--- src/rtl/control_step_sequencer.sv ---
// Timing-step generator for the Mini SRC control unit: walks every instruction through
// one-hot T-steps, a fixed fetch prefix followed by a decoder-supplied execute length.
module control_step_sequencer #(
  parameter int STEPS       = 8,
  parameter int FETCH_STEPS = 3,
  parameter int SW          = $clog2(STEPS),
  parameter int CNT_W       = 16
) (
  input  logic             clk,
  input  logic             clr,
  input  logic             start,
  input  logic             stop,
  input  logic [SW:0]      op_len,
  input  logic             mem_wait,
  output logic             run,
  output logic [STEPS-1:0] t_step,
  output logic [SW-1:0]    step_idx,
  output logic             instr_done,
  output logic [CNT_W-1:0] instr_count,
  output logic [CNT_W-1:0] stall_count
);

  typedef enum logic [1:0] {
    S_IDLE,
    S_FETCH,
    S_EXEC,
    S_HALTED
  } state_t;

  localparam logic [SW:0]   LEN_MIN    = (SW + 1)'(FETCH_STEPS + 1);
  localparam logic [SW:0]   LEN_MAX    = (SW + 1)'(STEPS);
  localparam logic [SW-1:0] FETCH_LAST = SW'(FETCH_STEPS - 1);

  state_t           state_q, state_d;
  logic [SW-1:0]    step_q, step_d;
  logic [SW:0]      len_q, len_d;
  logic             stop_pending_q, stop_pending_d;
  logic [CNT_W-1:0] instr_count_q, instr_count_d;
  logic [CNT_W-1:0] stall_count_q, stall_count_d;
  logic             running;
  logic             at_last;

  assign running = (state_q == S_FETCH) || (state_q == S_EXEC);
  assign at_last = (state_q == S_EXEC) && ({1'b0, step_q} == (len_q - 1'b1));

  always_comb begin
    state_d        = state_q;
    step_d         = step_q;
    len_d          = len_q;
    stop_pending_d = stop_pending_q;
    instr_count_d  = instr_count_q;
    stall_count_d  = stall_count_q;

    if (running && stop) begin
      stop_pending_d = 1'b1;
    end
    if (running && mem_wait && (stall_count_q != '1)) begin
      stall_count_d = stall_count_q + 1'b1;
    end

    case (state_q)
      S_IDLE, S_HALTED: begin
        if (start && !stop) begin
          state_d = S_FETCH;
          step_d  = '0;
        end
      end
      S_FETCH: begin
        if (!mem_wait) begin
          step_d = step_q + 1'b1;
          if (step_q == FETCH_LAST) begin
            // The decoder's length is only trusted here; clamp so EXEC always has a step.
            state_d = S_EXEC;
            if (op_len < LEN_MIN) begin
              len_d = LEN_MIN;
            end else if (op_len > LEN_MAX) begin
              len_d = LEN_MAX;
            end else begin
              len_d = op_len;
            end
          end
        end
      end
      S_EXEC: begin
        if (!mem_wait) begin
          if (at_last) begin
            instr_count_d = instr_count_q + 1'b1;
            step_d        = '0;
            if (stop_pending_q || stop) begin
              state_d        = S_HALTED;
              stop_pending_d = 1'b0;
            end else begin
              state_d = S_FETCH;
            end
          end else begin
            step_d = step_q + 1'b1;
          end
        end
      end
      default: state_d = S_IDLE;
    endcase
  end

  always_ff @(posedge clk) begin
    if (clr) begin
      state_q        <= S_IDLE;
      step_q         <= '0;
      len_q          <= LEN_MIN;
      stop_pending_q <= 1'b0;
      instr_count_q  <= '0;
      stall_count_q  <= '0;
    end else begin
      state_q        <= state_d;
      step_q         <= step_d;
      len_q          <= len_d;
      stop_pending_q <= stop_pending_d;
      instr_count_q  <= instr_count_d;
      stall_count_q  <= stall_count_d;
    end
  end

  genvar gi;
  generate
    for (gi = 0; gi < STEPS; gi++) begin : g_onehot
      assign t_step[gi] = running && (step_q == SW'(gi));
    end
  endgenerate

  // A frozen last step must not report completion, so the pulse is qualified by the live wait.
  assign instr_done  = at_last && !mem_wait;
  assign run         = running;
  assign step_idx    = step_q;
  assign instr_count = instr_count_q;
  assign stall_count = stall_count_q;

endmodule
--- config.mk ---
export PLATFORM = sky130hd
export DESIGN_NAME = control_step_sequencer
export DESIGN_NICKNAME = d
export VERILOG_FILES = /design/src/rtl/control_step_sequencer.sv
export SDC_FILE = /design/constraint.sdc
export NUM_CORES = 1
export LEC_CHECK = 0
export BUFFER_PORTS_ARGS = -buffer_cell sky130_fd_sc_hd__buf_2
export CORE_MARGIN = 1.5
export CORE_UTILIZATION = 51
export CTS_BUF_LIST = sky130_fd_sc_hd__clkbuf_8 sky130_fd_sc_hd__clkbuf_16
export DETAILED_ROUTE_END_ITERATION = 10
export PLACE_DENSITY = 0.77
export SLEW_MARGIN = 20
export SYNTH_ARGS = -nofsm -noshare
export SYNTH_HDL_FRONTEND = slang
export SYNTH_SLANG_ARGS = --single-unit
--- constraint.sdc ---
create_clock -name clk -period 2.4 [get_ports clk]
set_input_delay 0.12 -clock clk [delete_from_list [all_inputs] [get_ports clk]]
set_output_delay 0.12 -clock clk [all_outputs]
set_load 0.005 [all_outputs]
==> metrics <==
period utilization roughly 94%; placed standard-cell area around 0.0026 mm²; area of the multi-input gates approximately 0.0013 mm²; FF/Latch Area 842 µm²; HP Class primary input to flop; Maximum Capacitance Violations 0; Worst Setup EP instr_done; DRT iter0 DRCs 106; Post-Synthesis Cells around 260; Yosys Warn Count 0; R2R Setup Slk approximately 0.18 ns; wire per inst roughly 13 µm; crit path from len_q[0]; # diodes 0; Min Clock Period, post-route approximately 2.3 ns; unrepaired setup endpoints after global routing no; fin. max-slew vios 0; Crit Path Max Fanout 5; sequential fraction of the synthesis area 37.8%; CP arrival about 2.1 ns; final setup violation count 0; layout cells sized above 1 a little under a quarter; H-tree levels 2; Root Driver clkbuf_8; clk slew on worst S/H paths ~0.080 ns; r2r endpoint instr_count[14]; Setup CP Type flop to output port; first-pass GRT wire length roughly 8400 µm; Vias/cell around 5.6; initial antenna violation count 0; Placer Congestion about 0.77; postcts setup bufs 0; DRT antenna net count 0; total negative slack 0 ns; Detailed Place HPWL 3550 µm; Fillers about 370; die width a little under 70 µm; PD cells between 500 and 600 mW/mm²; syn nets 283; Tightest Pin Transition around 0.55 ns; most common cell after layout, fill and taps aside buf_2; Most used DFF post-synth dfxtp_1; Critical Path RT 2.28 ns; CTS buffer count 5; Syn Area/Cell about 8.5 µm²; Die H 69.1 µm; Layout Area Growth over Synthesis 21.0%; largest net degree at the start of global routing 28; gr usage total a little over a fifth; I/O pin total 54; CTS Sinks 42; FMAX ~440 MHz; row count 23; r2r startpoint len_q[0]; most frequent cells in the layout buf_2, dfxtp_1, nor2_1, a21oi_1, o21ai_0; clk buf depth 2; final wirelength approximately 4900 µm; number of synthesized flops with an enable pin 0; Final Cell Area approximately 0.0027 mm²; global route overflow 0; Yosys reg bits 42; DRC 0; Via Count between 2,000 and 2,500; Finished Core Util about two thirds; Max-slew headroom between 60% and 70%; number of global-route vias before repair around 1,800; setup ws final ~0.15 ns; Netlist cell types between 40 and 50; Crit. End Element output port; Place WS between 0.2 and 0.25 ns; Mapped Area 0.00223 mm²; R2R depth 7; nets@finish approximately 340; P_leak 1.10 nW; Worst-Skew Late Latency 0.29 ns; die area around 0.0048 mm²; Pre-antenna DRT Iters 4; status finished clean; critical path startpoint category flop; Initial Utilization a little over half; VDD IR-drop max about 0.32 mV; final hold vios 0; clk_skew approximately 0.0023 ns; port buffer count 53; area of the core 0.00409 mm²; ys async rst share 0%; TritonCTS clock tree done
-- layer usage --
layer  global-route usage (%)  wire [µm]  vias to the layer above
li1                         -          -                     1057
met1                     26.3       2270                      961
met4                     7.19         58                        0
met2                     37.0       2410                       49
met5                        0          0                        -
met3                     3.95        208                        8
-- report_power, final --
part           total (mW)  switching (mW)  leakage (nW)  internal, mW
Clock               0.565           0.232        0.0573         0.333
Combinational       0.129          0.0735         0.700        0.0551
Sequential          0.718          0.0110         0.339         0.707
Total                1.41           0.316          1.10          1.10
-- flip-flops by register name, indices dropped and copies added, names as in the netlist --
register        flops
stop_pending_q      1
state_q             2
step_idx            3
len_q               4
instr_count        16
stall_count        16
-- how the worst min path moves through the flow --
stage	startpoint	endpoint	cells past startpoint
final	op_len[3]	len_q[3]	3
after CTS	op_len[3]	len_q[3]	3
after floorplan	op_len[3]	len_q[3]	2
after global routing	op_len[1]	len_q[1]	3
after global placement	op_len[3]	len_q[3]	3
after detailed placement	op_len[3]	len_q[3]	3
-- Yosys cell counts (2+ instances only) --
library cell   n  area [µm²]
nand2b_1       8        50.1
nor3_1         5        25.0
or3_1         10        62.6
nand4_1        4        25.0
a21oi_1       25         125
o2111ai_2      2        30.0
and3_1         9        56.3
a211oi_1       5        37.5
inv_1         13        48.8
nand2_1       14        52.6
clkbuf_1       6        22.5
xor2_1         6        52.6
a21o_1         2        15.0
mux2i_1        2        20.0
and4_1         3        26.3
nor2_1        25        93.8
nand3_1       10        50.1
nand4b_1       2        17.5
nor2b_1        5        31.3
o21a_1         2        15.0
o211ai_1       4        30.0
ha_1          11         138
dfxtp_1       42         841
and2_1         2        12.5
xnor2_1       12         105
o21ai_0       17        85.1
-- logic make-up after synthesis --
family / share of synthesized area (%)
simple gates: 25.1
compound gates: 19.1
flops: 37.8
buf+inv: 3.37
xor+xnor: 7.08
fa+ha+maj: 6.18
mux: 1.40
-- timing repair --
item | CTS | global route
gates resized for setup | 0 | 1
hold buffers | 0 | 0
endpoints found under the setup margin | 0 | 9
-- final cells by class --
class,count,area share [%]
inverter,13,1.81
clock inverter,1,1.11
sequential,42,31.2
tap,50,2.32
timing repair buffer,60,11.8
clock buffer,6,3.06
multi-input combinational,201,48.7
-- stage by stage --
step / instances / power (mW) / hold WS (ns)
after floorplan: 263 / 0.816 / 0.272
after global placement: 366 / 0.858 / 0.399
after detailed placement: 366 / 0.863 / 0.402
after CTS: 373 / 1.42 / 0.0923
after global routing: 373 / 1.48 / 0.123
final: 373 / 1.41 / 0.0958
-- critical path: stages, from the launching register on --
cell and delay (ns):
dfxtp_2 0.37, inv_1 0.05, ha_1 0.29, xnor2_1 0.17, a2111oi_4 0.38, buf_4 0.20
o21a_1 0.22, buf_2 0.15
No activity file was read; power rests on OpenSTA's default activity.
